## src/rtl/core_ctrl_pkg.sv

```systemverilog
// core_ctrl_pkg: shared pipeline-control types and constants for hazard and forwarding logic
package core_ctrl_pkg;
  typedef enum logic {RUN, MEM_WAIT} state_t;
  localparam logic [4:0] REG_ZERO = 5'd0;
  localparam logic [1:0] FWD_NONE  = 2'b00;
  localparam logic [1:0] FWD_MEMWB = 2'b01;
  localparam logic [1:0] FWD_EXMEM = 2'b10;
endpackage

```

## src/rtl/sat_counter.sv

```systemverilog
// sat_counter: W-bit up counter that sticks at all-ones
// ports: clk, rst_n (async active-low), inc (count one), clear (sync zero), value
module sat_counter #(
  parameter int W = 16
) (
  input  logic         clk,
  input  logic         rst_n,
  input  logic         inc,
  input  logic         clear,
  output logic [W-1:0] value
);
  always_ff @(posedge clk or negedge rst_n)
    if (!rst_n) value <= '0;
    else if (clear) value <= '0;
    else if (inc && value != '1) value <= value + W'(1);
endmodule

```

## src/rtl/hazard_stall_controller.sv

```systemverilog
// hazard_stall_controller: load-use stall, branch squash and data-memory freeze sequencing
// ports: IFID/IDEX register fields and branch/dmem handshakes in; PC and pipeline-register
//        write enables, IF/ID and ID/EX flushes, saturating stall/flush counts and a
//        sticky memory-timeout flag out
module hazard_stall_controller
  import core_ctrl_pkg::*;
#(
  parameter int CNT_W   = 16,
  parameter int TIMEOUT = 64
) (
  input  logic             clk,
  input  logic             rst_n,
  input  logic [4:0]       IFIDrs1,
  input  logic [4:0]       IFIDrs2,
  input  logic             IFIDusesRs2,
  input  logic             IDEXmemRead,
  input  logic [4:0]       IDEXrd,
  input  logic             branchTaken,
  input  logic             dmemReq,
  input  logic             dmemReady,
  output logic             PCwrite,
  output logic             IFIDwrite,
  output logic             IDEXwrite,
  output logic             EXMEMwrite,
  output logic             IFIDflush,
  output logic             IDEXflush,
  output logic [CNT_W-1:0] stallCount,
  output logic [CNT_W-1:0] flushCount,
  output logic             memTimeoutErr
);
  localparam logic [15:0] TO = 16'(TIMEOUT);
  state_t      state, state_nxt;
  logic [15:0] wait_cnt, wait_nxt;
  logic        load_use, stall_inc, flush_inc;
  logic        pc_we, ifid_we, idex_we, exmem_we, ifid_fl, idex_fl;
  assign load_use = IDEXmemRead && IDEXrd != REG_ZERO &&
                    (IDEXrd == IFIDrs1 || (IFIDusesRs2 && IDEXrd == IFIDrs2));
  always_comb begin
    state_nxt = state;
    wait_nxt  = wait_cnt;
    pc_we     = 1'b1;
    ifid_we   = 1'b1;
    idex_we   = 1'b1;
    exmem_we  = 1'b1;
    ifid_fl   = 1'b0;
    idex_fl   = 1'b0;
    stall_inc = 1'b0;
    flush_inc = 1'b0;
    if (state == MEM_WAIT || (dmemReq && !dmemReady)) begin
      {pc_we, ifid_we, idex_we, exmem_we} = 4'b0000;
      stall_inc = 1'b1;
      if (state == RUN) begin
        state_nxt = MEM_WAIT;
        wait_nxt  = 16'd1;
      end else if (dmemReady) state_nxt = RUN;
      else wait_nxt = (wait_cnt >= TO) ? TO : wait_cnt + 16'd1;
    end else if (branchTaken) begin
      ifid_fl   = 1'b1;
      idex_fl   = 1'b1;
      flush_inc = 1'b1;
    end else if (load_use) begin
      pc_we     = 1'b0;
      ifid_we   = 1'b0;
      idex_fl   = 1'b1;
      stall_inc = 1'b1;
    end
  end
  always_ff @(posedge clk or negedge rst_n)
    if (!rst_n) begin
      state         <= RUN;
      wait_cnt      <= '0;
      memTimeoutErr <= 1'b0;
    end else begin
      state    <= state_nxt;
      wait_cnt <= wait_nxt;
      if (state_nxt == MEM_WAIT && wait_nxt == TO) memTimeoutErr <= 1'b1;
    end
  // Outputs are forced to the free-running pattern while reset is held, whatever the inputs.
  assign PCwrite    = !rst_n || pc_we;
  assign IFIDwrite  = !rst_n || ifid_we;
  assign IDEXwrite  = !rst_n || idex_we;
  assign EXMEMwrite = !rst_n || exmem_we;
  assign IFIDflush  = rst_n && ifid_fl;
  assign IDEXflush  = rst_n && idex_fl;
  sat_counter #(.W(CNT_W)) u_stall (
    .clk(clk), .rst_n(rst_n), .inc(stall_inc), .clear(1'b0), .value(stallCount)
  );
  sat_counter #(.W(CNT_W)) u_flush (
    .clk(clk), .rst_n(rst_n), .inc(flush_inc), .clear(1'b0), .value(flushCount)
  );
endmodule

```

## config.mk

```make
export PLATFORM = sky130hd
export DESIGN_NAME = hazard_stall_controller
export DESIGN_NICKNAME = d
export VERILOG_FILES = /design/src/rtl/core_ctrl_pkg.sv /design/src/rtl/sat_counter.sv /design/src/rtl/hazard_stall_controller.sv
export SDC_FILE = /design/constraint.sdc
export NUM_CORES = 1
export LEC_CHECK = 0
export ABC_AREA = 1
export BUFFER_PORTS_ARGS = -buffer_cell sky130_fd_sc_hd__buf_4
export CORE_MARGIN = 1.5
export CORE_UTILIZATION = 50
export CTS_CLUSTER_SIZE = 16
export DETAILED_ROUTE_END_ITERATION = 16
export PLACE_DENSITY = 0.78
export SLEW_MARGIN = 20
export SYNTH_ARGS = -nofsm -noshare
export SYNTH_HDL_FRONTEND = slang
export SYNTH_HIERARCHICAL = 1
export SYNTH_SLANG_ARGS = --single-unit
```

## constraint.sdc

```tcl
create_clock -name clk -period 4.1 [get_ports clk]
set_input_delay 0.205 -clock clk [delete_from_list [all_inputs] [get_ports clk]]
set_output_delay 0.205 -clock clk [all_outputs]
set_load 0.005 [all_outputs]
```

==> results.md, run 1 <==
* Outcome: completed
* Global-route wire length before repair at ~13000 µm
* Drt drc at 0
* Arrival time at the worst endpoint at about 2.6 ns
* Worst-path fanout max at 16
* Crit. End Element: flop
* Commonest non-fill, non-tap cells in the layout: nand2_1, buf_4, dfrtp_1, nand3_1
* Row count at 29
* RSZ-0062 raised after global routing: false
* Routed Antenna Nets at 0
* Final period util at between 50% and 60%
* Starting density of the core at 51.5%
* Clock sinks at 50
* Total power at 0.000950 W
* Number of diodes at 0
* Gr ovfl total at 0
* Non-filler cells, final at 598
* R2R Setup Slk at 1.70 ns
* Routability Congestion at ~0.85
* Setup Total Neg Slack at 0 ns
* Leakage at around 2 nW
* Synth area leaders: dfrtp_1, nand2_1, nand3_1, inv_1, nor2_1
* Slowest stage cell on the critical path: nor2_1
* Placed insts at 591
* FF+latch count, synth at 50
* Post-CTS Resized at 0
* Core area at 6350 µm²
* Fraction of the yosys area taken by sequential cells at 38.2%
* Clk buf depth at 2
* Post-synthesis cell type count at 31
* Clk slew on worst S/H paths at 0.08 ns
* Synthesized instance count at 460
* Min-Delay Endpoint: state$_DFF_PN0_
* Largest net degree at the start of global routing at 54
* Slew @ Worst Pin at between 0.9 and 1 ns
* Slew HR at 39.0%
* Slowest stage delay, CP at 0.71 ns
* CTS Buf Count at 5
* NetSw at 0.000262 W
* Switching Share at 27.6%
* Crit path time final at 2.40 ns
* Root buffer cell: clkbuf_8
* Die area at a little over 7000 µm²
* TritonRoute pass-1 iters at 4
* Critical path class: reg -> reg
* PD cells at ~250 nW/µm²
* Peak supply drop at 150 µV
* Final setup violation count at 0
* Gr usage total at between 20% and 30%
* Vias in the first global route at just under 3k
* Critical path data required time at 4.33 ns
* DP HPWL at roughly 5300 µm
* DR vias at around 3k
* Vias per cell at 5.16
* Number of port buffers at 60
* Layout cells sized above 1 at 18.2%
* HP Class: in -> reg
* Top achievable clock speed at 417 MHz
* Hold Violations, Final at 0
* Yosys top cell by area: dfrtp_1
* # Max-Cap Violations at 0
* Logic pwr share at about 15%
* Io pins at 61
* Cell Chain, Critical Path: inv_2 -> nand2_4 -> inv_2 -> o21ai_1 -> inv_1 -> nor2_1 -> nand4_1 -> nand2_1
* Syn avg cell area at 7.11 µm²
* Antenna violations before repair at 0
* Overall routed net length at between 7000 and 8000 µm
* Clk_skew at 0.00773 ns
* Top-area cell type share of the netlist area at between 30% and 40%
* Most used cell, CP: inv_2
* Worst Setup Start Kind: flop
* Cell Area, Synth at 3270 µm²
* Nets at around 550
* CTS tree: built
* Clock Power Share at 30.4%
* Max Slew Vio Count at 0
* Crit Reg-Reg Endpoint: u_stall/value[8]$_DFFE_PN0P_
* Hold Path Depth at 3
* Internal Pwr Total at 0.000688 W
* Worst-Skew Late Latency at 0.30 ns
* Die width at 83.9 µm
* Hold_sp: dmemReq
* Height of the die at 83.9 µm
* Routed WL per cell at 12.3 µm
* Initial DRC count at a little under 200
* Ys Warns at 6
* Htree depth at 2
* Worst reg-to-reg path cell count at 8
* Commonest non-fill, non-tap cell in the layout: nand2_1
* Reg power frac at roughly 55%
* R2r startpoint: state$_DFF_PN0_
* Area delta synth->final at 17.2%
power groups by stage:
stage	Sequential, W	Clock (W)	Combinational, W
final	0.000520	0.000288	0.000141
after global placement	0.000529	0	0.000137
after global routing	0.000522	0.000313	0.000161
after CTS	0.000520	0.000296	0.000141
after floorplan	0.000524	0	0.0000948
after detailed placement	0.000529	0	0.000140
how the worst max path moves through the flow:
stage,startpoint,to,cells after the start
2_1_floorplan,state$_DFF_PN0_,u_stall/value[10]$_DFFE_PN0P_,10
3_3_place_gp,state$_DFF_PN0_,u_stall/value[7]$_DFFE_PN0P_,8
3_5_place_dp,state$_DFF_PN0_,u_stall/value[8]$_DFFE_PN0P_,8
4_1_cts,state$_DFF_PN0_,u_stall/value[8]$_DFFE_PN0P_,8
5_1_grt,state$_DFF_PN0_,u_stall/value[7]$_DFFE_PN0P_,8
6_report,state$_DFF_PN0_,u_stall/value[8]$_DFFE_PN0P_,8
per-layer routing:
metal | wire, µm | vias to the layer above | track usage (%)
met2 | 3610 | 71 | 36.5
met4 | 80 | 0 | 7.75
met5 | 0 | - | 0
li1 | - | 1575 | -
met1 | 3390 | 1436 | 30.4
met3 | 286 | 6 | 2.77
registers in the layout (all words and copies together) (netlist names):
name,count
u_stall/value,16
state,1
memTimeoutErr,1
u_flush/value,16
wait_cnt,16
worst max-delay path: cells and delay by family (launching register included):
family | cells | cell delay [ns]
flip-flops | 1 | 0.66
AND/OR/NAND/NOR | 4 | 1.13
AO/OA/AOI/OAI | 1 | 0.22
buffers and inverters | 3 | 0.31
layout make-up:
cell class | count | area [µm²]
multi-input combinational | 351 | 1740
inverter | 53 | 204
fill | 557 | 2510
timing repair buffer | 61 | 460
clock buffer | 6 | 82.6
sequential | 50 | 1250
tap | 77 | 96.3
repair_timing:
| action | in CTS | in global routing |
|---|---|---|
| endpoints found under the hold margin | 50 | 0 |
| setup buffers | 0 | 0 |
| hold buffers | 1 | 0 |
Yosys cell counts:
cell and number:
o21ai_0 9, o21ai_1 3, inv_4 2, o21ai_4 2, nand4_1 22, nor2_1 45, xor2_1 11, ha_1 4
o21ai_2 1, nand2_2 6, dfrtp_1 50, inv_1 45, nand2_1 157, conb_1 1, buf_4 2, o21bai_1 6
nor2_4 5, or2_2 2, nand3_1 46, nand2_4 5, a21oi_1 6, nor3_1 5, o22ai_1 1, buf_6 1
a211oi_1 1, nand3b_1 1, buf_1 2, buf_12 2, xnor2_1 7, buf_2 4, inv_2 6
logic make-up after synthesis:
group / after synthesis / synth area share [%]
AO/OA/AOI/OAI: 29 / 5.81
XOR/XNOR: 18 / 4.82
adder cells (fa/ha/maj): 4 / 1.53
buffers and inverters: 64 / 9.10
flip-flops: 50 / 38.2
other: 1 / 0.115
AND/OR/NAND/NOR: 294 / 40.4
metrics by stage:
step | hold WS (ns) | worst slack [ns] | cell area, µm² | utilization [%]
finish | 0.205 | 1.70 | 3840 | 60.4
global route | 0.219 | 1.47 | 3840 | 60.4
CTS | 0.195 | 1.70 | 3840 | 60.4
detailed placement | 0.287 | 1.70 | 3740 | 59.0
global placement | 0.287 | 1.85 | 3740 | 59.0
floorplan | -0.0906 | 2.50 | 3290 | -
(Power assumes the default switching activity.)
==> run 2: changes to the inputs <==
--- a/config.mk
+++ b/config.mk
@@ -11,7 +11,7 @@
 export CORE_UTILIZATION = 50
 export CTS_CLUSTER_SIZE = 16
 export DETAILED_ROUTE_END_ITERATION = 16
-export PLACE_DENSITY = 0.78
+export PLACE_DENSITY = 0.81
 export SLEW_MARGIN = 20
 export SYNTH_ARGS = -nofsm -noshare
 export SYNTH_HDL_FRONTEND = slang
==> constraint.sdc (replaced) <==
create_clock -name clk -period 2 [get_ports clk]
set_input_delay 0.1 -clock clk [delete_from_list [all_inputs] [get_ports clk]]
set_output_delay 0.1 -clock clk [all_outputs]
set_load 0.005 [all_outputs]
==> run 2 against run 1 <==
  * Sequential power rose by 100%
  * Via count rose by 1.1%
  * Combinational power rose by 120%
  * Core utilization rose by 1.6 points
  * Cell area rose by 2.6%
  * Critical path depth did not move
  * Cell count rose by 1.8%
  * Non-clock buffer count rose by 9
  * Die area did not move
  * Clock power rose by 150%
  * Critical path type unchanged
  * Sequential share of layout area fell by 0.83 points
  * Routed wire length rose by 1.1%
==> results.md, run 2 (same netlist as run 1, synthesis figures left out) <==
* # Max-Cap Violations at 0 (unchanged)
* Outcome: completed
* Vias in the first global route at 2957 (+2.0%)
* Setup Total Neg Slack at 0 ns (unchanged)
* Commonest non-fill, non-tap cell in the layout: nand2_1
* CTS tree: built
* Cell Chain, Critical Path: ha_1 -> nand2_2 -> nor2_4 -> nand2_4 -> nor2_1 -> nor2_2 -> nand4_1 -> nand2_1
* Initial DRC count at 184 (-6.6%)
* CTS Buf Count at 5 (unchanged)
* Antenna violations before repair at 0 (unchanged)
* Clk buf depth at 2 (unchanged)
* Multi-input gate area at 1750 µm² (+0.29%)
* Io pins at 61 (unchanged)
* PD cells at 531 nW/µm² (+110%)
* Gr ovfl total at 0 (unchanged)
* Slew HR at 64.9% (+26 points)
* Final period util at 86.3% (+28 points)
* Slowest stage cell on the critical path: dfrtp_1
* Slew @ Worst Pin at 0.526 ns (-0.386 ns)
* Worst Setup Start Kind: flop
* Core area at 6350 µm² (unchanged)
* Global-route wire length before repair at 13000 µm (-0.38%)
* Crit path max-delay family: simple AND/OR/NAND/NOR gates
* Critical path class: reg -> reg
* Starting density of the core at 51.5% (unchanged)
* Clock sinks at 50 (unchanged)
* Worst-path fanout max at 13 (-3)
* HP Class: in -> reg
* Top Registers: u_flush/value (16), u_stall/value (16), wait_cnt (16)
* RSZ-0062 raised after global routing: false
* Hold Violations, Final at 0 (unchanged)
* Max Slew Vio Count at 0 (unchanged)
* Critical path data required time at 2.25 ns (-2.08 ns)
* Overall routed net length at 7450 µm (+1.1%)
* Final setup violation count at 0 (unchanged)
* Gr usage total at 22.1% (-0.15 points)
* Height of the die at 83.9 µm (unchanged)
* Crit path time final at 1.73 ns (-0.670 ns)
* Root buffer cell: clkbuf_8
* Filler cells at 556 (-0.18%)
* Number of port buffers at 60 (unchanged)
* Top achievable clock speed at 580 MHz (+39%)
* Row count at 29 (unchanged)
* Routed WL per cell at 12.2 µm (-0.71%)
* DR vias at 3123 (+1.1%)
* Nets at 557 (+1.6%)
* Clk_skew at 0.00404 ns (-0.00370 ns)
* Reg area at 1250 µm² (unchanged)
* Crit. End Element: flop
* Leakage at 2.09 nW (+2.6%)
* Number of diodes at 0 (unchanged)
* Slowest stage delay, CP at 0.43 ns (-0.28 ns)
* Arrival time at the worst endpoint at 1.97 ns (-0.66 ns)
* Peak supply drop at 315 µV (+110%)
* Die width at 83.9 µm (unchanged)
* Largest net degree at the start of global routing at 21 (-61%)
* Htree depth at 2 (unchanged)
* DP HPWL at 5430 µm (+2.2%)
* Total power at 0.00209 W (+120%)
* Drt drc at 0 (unchanged)
* TritonRoute pass-1 iters at 4 (unchanged)
* Clk slew on worst S/H paths at 0.09 ns (about the same)
* Area delta synth->final at 20.3%
* Vias per cell at 5.13 (-0.69%)
* Layout cells sized above 1 at 20.1% (+1.9 points)
* Routed Antenna Nets at 0 (unchanged)
* Worst-Skew Late Latency at 0.30 ns (about the same)
* Bufs and invs on worst path at 0 (-3)
* Commonest non-fill, non-tap cells in the layout: nand2_1, buf_4, dfrtp_1, nand3_1, inv_1
* Die area at 7040 µm² (unchanged)
* Routability Congestion at 0.858 (+1.1%)
[run 2: per-layer routing]
| layer | part of all wire (%) | up-vias | track usage [%] |
|---|---|---|---|
| li1 | - | 1591 | - |
| met1 | 46 | 1470 | 29.5 |
| met2 | 50 | 57 | 37.2 |
| met3 | 3.3 | 5 | 2.67 |
| met4 | 0.76 | 0 | 7.45 |
| met5 | 0 | - | 0 |
[run 2: power breakdown]
| part | total (W) | internal (W) | leakage [nW] | switching, W |
|---|---|---|---|---|
| clock | 0.000719 | 0.000374 | 0.0514 | 0.000346 |
| combinational | 0.000315 | 0.000125 | 1.35 | 0.000191 |
| sequential | 0.00105 | 0.00103 | 0.685 | 0.0000232 |
[run 2: repair_timing]
item	4_1_cts	5_1_grt
setup endpoints to repair	0	26
hold buffers	1	0
buffers inserted	0	0
resized for setup	0	2
endpoints found under the hold margin	50	0
[run 2: layout make-up]
class | count | area share (%)
Clock inverter | 2 | 0.954
Tap cell | 77 | 2.45
Multi-Input combinational cell | 351 | 44.4
Timing Repair Buffer | 70 | 13.4
Clock buffer | 6 | 1.84
Sequential cell | 50 | 31.8
Inverter | 53 | 5.18
[run 2: through the flow]
step	cells	utilization (%)	instance area (µm²)	hold slack (ns)	worst slack, ns
after floorplan	465	-	3290	-0.196	0.402
after global placement	600	60.0	3810	-0.0353	0.0428
after detailed placement	600	60.0	3810	-0.0294	0.00744
after CTS	609	61.9	3930	0.0677	0.0303
after global routing	609	62.0	3940	0.0816	0.0425
final	609	62.0	3940	0.0754	0.274
[run 2: worst paths after layout]
| check | cells past startpoint | startpoint | slack [ns] | endpoint |
|---|---|---|---|---|
| setup reg to reg | 8 | u_flush/value[0]$_DFFE_PN0P_ | 0.27 | u_flush/value[8]$_DFFE_PN0P_ |
| max in group asynchronous | 3 | rst_n | 1.29 | u_flush/value[15]$_DFFE_PN0P_ |
| setup / recovery | 8 | u_flush/value[0]$_DFFE_PN0P_ | 0.27 | u_flush/value[8]$_DFFE_PN0P_ |
| min in group asynchronous | 2 | rst_n | 0.18 | wait_cnt[9]$_DFF_PN0_ |
| hold reg to reg | 2 | memTimeoutErr$_DFFE_PN0P_ | 0.47 | memTimeoutErr$_DFFE_PN0P_ |
| hold / removal | 3 | dmemReq | 0.08 | state$_DFF_PN0_ |
[run 2: worst register-to-register path: stages, from the launching register on]
cell,delay [ns]
dfrtp_1,0.43
ha_1,0.24
nand2_2,0.12
nor2_4,0.07
nand2_4,0.10
nor2_1,0.06
nor2_2,0.40
nand4_1,0.15
nand2_1,0.10
